==> config.mk <==
export PLATFORM = sky130hd
export DESIGN_NAME = param_universal_shift_register
export DESIGN_NICKNAME = d
export VERILOG_FILES = /design/src/rtl/param_universal_shift_register.sv
export SDC_FILE = /design/constraint.sdc
export NUM_CORES = 1
export LEC_CHECK = 0
export ABC_CLOCK_PERIOD_IN_PS = 1800
export BUFFER_PORTS_ARGS = -buffer_cell sky130_fd_sc_hd__buf_2
export CAP_MARGIN = 20
export CORE_ASPECT_RATIO = 0.8
export CORE_UTILIZATION = 30
export CTS_BUF_LIST = sky130_fd_sc_hd__clkbuf_4 sky130_fd_sc_hd__clkbuf_8
export CTS_CLUSTER_SIZE = 10
export DETAILED_ROUTE_END_ITERATION = 10
export PLACE_DENSITY_LB_ADDON = 0.15
export SLEW_MARGIN = 30
export SYNTH_ARGS = -nofsm -noshare
export SYNTH_HDL_FRONTEND = slang
export SYNTH_SLANG_ARGS = --single-unit
export TNS_END_PERCENT = 20
==> constraint.sdc <==
create_clock -name clk -period 1.8 [get_ports clk]
set_input_delay 0.09 -clock clk [delete_from_list [all_inputs] [get_ports clk]]
set_output_delay 0.09 -clock clk [all_outputs]
set_load 0.1 [all_outputs]
==> src/rtl/param_universal_shift_register.sv <==
// ---------------------------------------------------------------------------
// param_universal_shift_register
//
// Purpose:
//   Universal shift register of any width. It holds, loads in parallel, and
//   shifts or rotates left or right. It also contains a full-duplex frame
//   engine. The engine loads a word, shifts it out LSB-first for exactly
//   WIDTH cycles while capturing serial_in_r, and then pulses done for one
//   cycle. The block sits between parallel datapath logic and a serial link.
//
// Ports:
//   clk          rising-edge clock
//   reset        asynchronous, active-low reset
//   clr          synchronous clear (q <= RST_VAL, engine back to IDLE)
//   mode[2:0]    manual operation, honoured only while IDLE and start=0
//   parallel_in  load / frame word
//   serial_in_r  bit entering the MSB on right shift and frame shift
//   serial_in_l  bit entering the LSB on left shift
//   start        begin a frame, sampled only in IDLE
//   parallel_out current register contents
//   serial_out_r q[0]
//   serial_out_l q[WIDTH-1]
//   busy         frame engine is shifting
//   done         one-cycle pulse after the last frame shift
//   bit_cnt      shifts completed in the current frame
// ---------------------------------------------------------------------------
module param_universal_shift_register #(
  parameter int               WIDTH   = 8,
  parameter int               CNT_W   = $clog2(WIDTH + 1),
  parameter logic [WIDTH-1:0] RST_VAL = '0
) (
  input  logic             clk,
  input  logic             reset,
  input  logic             clr,
  input  logic [2:0]       mode,
  input  logic [WIDTH-1:0] parallel_in,
  input  logic             serial_in_r,
  input  logic             serial_in_l,
  input  logic             start,
  output logic [WIDTH-1:0] parallel_out,
  output logic             serial_out_r,
  output logic             serial_out_l,
  output logic             busy,
  output logic             done,
  output logic [CNT_W-1:0] bit_cnt
);

  typedef enum logic [1:0] {
    IDLE  = 2'd0,
    SHIFT = 2'd1,
    DONE  = 2'd2
  } state_e;

  localparam logic [2:0] MODE_HOLD  = 3'b000;
  localparam logic [2:0] MODE_SHR   = 3'b001;
  localparam logic [2:0] MODE_SHL   = 3'b010;
  localparam logic [2:0] MODE_ROR   = 3'b011;
  localparam logic [2:0] MODE_ROL   = 3'b100;
  localparam logic [2:0] MODE_LOAD  = 3'b101;

  localparam logic [CNT_W-1:0] LAST_CNT = CNT_W'(WIDTH - 1);
  localparam logic [CNT_W-1:0] FULL_CNT = CNT_W'(WIDTH);

  state_e           state_q, state_d;
  logic [WIDTH-1:0] q_q, q_d;
  logic [CNT_W-1:0] cnt_q, cnt_d;

  // The priority order is clr, then the running frame, then start, then mode.
  // DONE keeps q steady so the received word can be read while done is high.
  always_comb begin
    q_d     = q_q;
    state_d = state_q;
    cnt_d   = cnt_q;

    if (clr) begin
      q_d     = RST_VAL;
      state_d = IDLE;
      cnt_d   = '0;
    end else begin
      case (state_q)
        SHIFT: begin
          q_d = {serial_in_r, q_q[WIDTH-1:1]};
          if (cnt_q == LAST_CNT) begin
            state_d = DONE;
            cnt_d   = FULL_CNT;
          end else begin
            cnt_d = cnt_q + CNT_W'(1);
          end
        end

        DONE: begin
          state_d = IDLE;
          cnt_d   = '0;
        end

        default: begin
          if (start) begin
            q_d     = parallel_in;
            cnt_d   = '0;
            state_d = SHIFT;
          end else begin
            case (mode)
              MODE_SHR:  q_d = {serial_in_r, q_q[WIDTH-1:1]};
              MODE_SHL:  q_d = {q_q[WIDTH-2:0], serial_in_l};
              MODE_ROR:  q_d = {q_q[0], q_q[WIDTH-1:1]};
              MODE_ROL:  q_d = {q_q[WIDTH-2:0], q_q[WIDTH-1]};
              MODE_LOAD: q_d = parallel_in;
              MODE_HOLD: q_d = q_q;
              default:   q_d = q_q;
            endcase
          end
        end
      endcase
    end
  end

  always_ff @(posedge clk or negedge reset) begin
    if (!reset) begin
      q_q     <= RST_VAL;
      state_q <= IDLE;
      cnt_q   <= '0;
    end else begin
      q_q     <= q_d;
      state_q <= state_d;
      cnt_q   <= cnt_d;
    end
  end

  // busy and done decode straight from the state register. This keeps every
  // output free of any combinational path from the inputs.
  assign parallel_out = q_q;
  assign serial_out_r = q_q[0];
  assign serial_out_l = q_q[WIDTH-1];
  assign busy         = (state_q == SHIFT);
  assign done         = (state_q == DONE);
  assign bit_cnt      = cnt_q;

endmodule
---- Word level (Yosys, flattened, before mapping) ----
Index checks and enable logic that the tools add are counted.
cells by class
  add/sub/neg operators ................... 1
  mux-type cells .......................... 12
  reductions and logical operators ........ 4
  equality and inequality tests ........... 10
operators with widths
  cell                                                    number
  one-hot mux 8 bit (5 select lines)                      1
  2-to-1 mux 8 bit                                        2
  one-hot mux 8 bit (2 select lines)                      1
  2-to-1 mux 4 bit                                        3
  one-hot mux 4 bit (2 select lines)                      1
  nonzero test 8 bit                                      1
  equality test 3 x 2 -> 1 bit (second input constant)    2
  equality test 3 bit (second input constant)             2
  2-to-1 mux 2 bit                                        3
  adder 4 x 1 -> 4 bit (second input constant)            1
  equality test 4 x 3 -> 1 bit (second input constant)    1
  one-hot mux 2 bit (2 select lines)                      1
  AND reduction 2 bit                                     2
  nonzero test 4 bit                                      1
  equality test 3 x 1 -> 1 bit (second input constant)    1
  inequality test 3 x 2 -> 1 bit (second input constant)  1
  equality test 2 x 1 -> 1 bit (second input constant)    1
  equality test 2 bit (second input constant)             1
  inequality test 2 bit (second input constant)           1
word-level totals
  logic and storage cells ................. 30
  output and inout bits ................... 16
  bits in registers ....................... 14

---- Logic depth before layout (Yosys ltp) ----
  depth after elaboration ................. 5
  mapped depth ............................ 8

---- Worst setup path after synthesis ----
OpenSTA, ideal clock, no wires.
  path type ............................... register to register
  start ................................... reg state_q[1]
  end ..................................... reg q_q[6] (netlist: parallel_out[6])
  arrival time ............................ 2.351 ns
  data required time ...................... 1.700 ns
  setup slack ............................. -0.650 ns
  stages on the path, launching flop included .. 9
  period minus slack after synthesis ...... 2.450 ns
  path through ............................ dfrtp_1 -> inv_1 -> ha_1 -> buf_6 -> nor2_1 -> a221oi_4 -> buf_6 -> nor2_1 -> a311oi_1
between the ends
  longest elaborated chain between the ends .. 3
  elaborated cells on any way between the ends .. 7
ends and longest elaborated chain
  element                                                                             RTL line  RTL
  start: declaration                                                                  64        state_e state_q, state_d;
  start signal: assignment                                                            124       state_q <= state_d;
  equality test 2 x 1 -> 1 bit *                                                      --
  net busy                                                                            43        output logic busy,
  nonzero test 8 bit (no line) or one-hot mux 8 bit (2 select lines) (tied branches)  --
  AND reduction 2 bit (no line) or 2-to-1 mux 8 bit (tied branches)                   --
  end signal: assignment                                                              123       q_q <= q_d;
  end: declaration                                                                    65        logic [WIDTH-1:0] q_q, q_d;
The timed path passes the listed nets; every way through them passes the cells marked *.
A chain may end at the register's enable or synchronous reset.

---- Final worst setup path ----
  start ................................... reg state_q[1]
  end ..................................... reg q_q[4] (netlist: parallel_out[4])
between the ends
  longest elaborated chain between the ends .. 3
  elaborated cells on any way between the ends .. 7
ends and longest elaborated chain
  element                                                              RTL line  RTL
  equality test 2 x 1 -> 1 bit or equality test 2 bit (tied branches)  80        case (state_q)
  nonzero test 8 bit (no line), or another cell as far along           --
  AND reduction 2 bit (no line) or 2-to-1 mux 8 bit (tied branches)    --
Parallel ways exist; a longest one is shown, timed or not.

==> results.json <==
{
  "dpl-instance-area_um2": 1350,
  "stdcell_area_um2": 1400,
  "fmax_ghz": 0.593,
  "crit_path_max_incr_delay_ns": 0.41,
  "clock_skew_ns": 0.00399,
  "crit_path_top_delay_cell": "dfrtp_1",
  "drt_wl_total_mm": 3.05,
  "async_flop_share_pct": 100,
  "h-tree-depth": 1,
  "fp.dieH_um": 57.1,
  "io_buffers": 32,
  "ys_types": 37,
  "syn_inst": 129,
  "drt_iter0_markers": 50,
  "clkPwrFrac_pct": 23.1,
  "cp-start-kind": "register",
  "hpwl_mm": 2.28,
  "hp-class": "in -> reg",
  "synth_edf_count": 0,
  "ctsLongestPathBuffers": 2,
  "rows": 19,
  "startpoint": "state_q[1]",
  "crit_path_end_kind": "register",
  "syn-num-nets": 149,
  "period_share_pct": 93.7,
  "grt_pass1_vias": 1078,
  "hold-worst-slack_ns": 0.188,
  "finalSetupViolCount": 0,
  "layout-drive-gt1-share_pct": 32.5,
  "diodes": 0,
  "r2r_cells": 7,
  "worst_pin_slew_ns": 0.494,
  "hold_viol": 0,
  "die_area_um2": 4050,
  "antenna_found_initial": 0,
  "synthMuxAreaShare_pct": 1.76,
  "num_io_pins": 33,
  "core_area_um2": 3520,
  "maxCapViolCount": 0,
  "p_per_area_nw_per_um2": 803,
  "synth_area_um2": 1140,
  "finalNetCount": 182,
  "ys_ff_latch": 14,
  "preCtsSetupSlack_ns": 0.0660,
  "track_usage_pct": 16.0,
  "irDropWorstVdd_v": 0.000317,
  "net-switching-power_mw": 0.504,
  "cts_tree": "built",
  "ant_nets": 0,
  "postCtsSetupBuffers": 0,
  "wl_per_cell_um": 15.1,
  "overflow": 0,
  "ys_warn_count": 0,
  "grt_max_degree": 15,
  "cts_buffers": 3,
  "num_vias": 1108,
  "start_util_pct": 32.4,
  "period_needed_ns": 1.69,
  "synth_compound_area_share_pct": 34.7,
  "synth_top_family_by_area": "compound AO/OA/AOI/OAI gates",
  "crit_arrival_ns": 1.84,
  "r2r-end": "parallel_out[4]",
  "leakage_nw": 0.632,
  "final_common_cell": "buf_2",
  "intPower_mw": 0.622,
  "synth_flop_cell": "dfrtp_1",
  "mostFrequentLayoutCells": "32 x buf_2, 16 x nor2_1, 14 x dfrtp_1",
  "endpoint": "parallel_out[4]",
  "required_ns": 1.95,
  "switching_share_pct": 44.8,
  "layout_setup_ws_ns": 0.113,
  "synth-adder-area-share_pct": 3.29,
  "synth-simple-area-share_pct": 19.6,
  "r2r_start": "state_q[1]",
  "final_cells": 202,
  "fin_util_pct": 39.8,
  "drc_errors": 0,
  "ys_seq_area_share_pct": 30.7,
  "insertion_delay_ns": 0.24,
  "critPathKind": "reg -> reg",
  "crit_chain": "inv_2, ha_4, nor2_4, a221oi_4, buf_12, nor2_1, a311oi_1",
  "cts-root-buf": "clkbuf_8",
  "slew_viol_final": 0,
  "rsz0062_at_grt": "false",
  "dr.pass1.iters": 6,
  "status": "finished, final reports clean",
  "grt_first_pass_wirelength_mm": 5.05,
  "power_frac_seq_pct": 33.5,
  "cts_sinks": 14,
  "die_x_um": 70.9,
  "vias_per_cell": 5.49,
  "max-slew-margin-rel_pct": 66.9,
  "avgSynthCellArea_um2": 8.84,
  "synthXorXnorAreaFrac_pct": 0.768,
  "clkTransAtPathRegs_ns": 0.06,
  "combPwrFrac_pct": 43.4,
  "area.growth.synth_to_final_pct": 22.9,
  "gp_congestion": 0.850,
  "place_inst": 198,
  "critPathMaxFanout": 12,
  "r2r_setup_slack_ns": 0.11
}
## worst max-delay path: cells and delay by family (launching register included)
family | cells | cell delay [ns]
AO/OA/AOI/OAI | 2 | 0.62
AND/OR/NAND/NOR | 2 | 0.10
adder cells (fa/ha/maj) | 1 | 0.20
flip-flops | 1 | 0.41
buffers and inverters | 2 | 0.26
## repair_timing
action	CTS	global route
resized for setup	0	1
hold buffers	1	0
setup endpoints to repair	0	3
hold endpoints to repair	14	0
## state kept, by name (all words and copies together), names as in the netlist
register and cells:
bit_cnt 4, parallel_out 8, state_q 2
## worst min path at each step
| stage | cells past startpoint | slack [ns] | from | endpoint |
|---|---|---|---|---|
| after detailed placement | 1 | 0.02 | reset | parallel_out[1] |
| after floorplan | 0 | -0.21 | reset | bit_cnt[0] |
| after global placement | 1 | 0.02 | reset | parallel_out[1] |
| final | 2 | 0.19 | clr | parallel_out[0] |
| after global routing | 2 | 0.22 | clr | parallel_out[0] |
| after CTS | 2 | 0.20 | clr | parallel_out[0] |
## layer usage
layer  share of wire (%)  global-route usage, %
met2                  48                   28.2
met1                  48                   20.4
met4                0.82                   2.57
met3                 3.9                   3.89
met5                   0                      0
## through the flow
step                total power, mW  TNS [ns]
global placement              0.867         0
CTS                            1.14         0
global route                   1.18         0
finish                         1.13         0
floorplan                     0.774    -0.372
detailed placement            0.870         0
## cells in the mapped netlist (3+ instances only)
| library cell | number | area share (%) |
|---|---|---|
| nor3_1 | 4 | 1.8 |
| nor2b_1 | 3 | 1.6 |
| nor2_1 | 17 | 5.6 |
| ha_1 | 3 | 3.3 |
| a22o_1 | 5 | 3.8 |
| buf_4 | 3 | 2.0 |
| inv_1 | 5 | 1.6 |
| nand2_1 | 8 | 2.6 |
| a2bb2oi_1 | 5 | 3.8 |
| a21oi_1 | 12 | 5.3 |
| buf_6 | 4 | 4.0 |
| nor3b_1 | 3 | 2.0 |
| o21ai_0 | 6 | 2.6 |
| a22oi_1 | 6 | 4.0 |
| a311oi_1 | 7 | 5.4 |
| dfrtp_1 | 14 | 31 |
## final cells by class
class	instances	area, um2
fill	365	2120
multi-input combinational	99	711
sequential	14	350
timing repair buffer	39	228
tap	42	52.6
clock buffer	3	41.3
inverter	5	18.8
## power groups by stage
stage / combinational [mW] / sequential, mW / clock [mW]
6_report: 0.489 / 0.377 / 0.260
5_1_grt: 0.517 / 0.384 / 0.284
4_1_cts: 0.490 / 0.378 / 0.271
3_5_place_dp: 0.486 / 0.384 / 0
3_3_place_gp: 0.485 / 0.382 / 0
2_1_floorplan: 0.240 / 0.534 / 0
## logic make-up (layout without fill, tap and decap cells)
group                      count (synthesis)  count (layout)
and+or+nand+nor                           43              43
DFF                                       14              14
muxes                                      2               2
AOI/OAI and AO/OA                         50              50
xor gates and xnor gates                   1               1
buffers and inverters                     16              47
adders and majority gates                  3               3
Power figures use the tool's default switching activity.
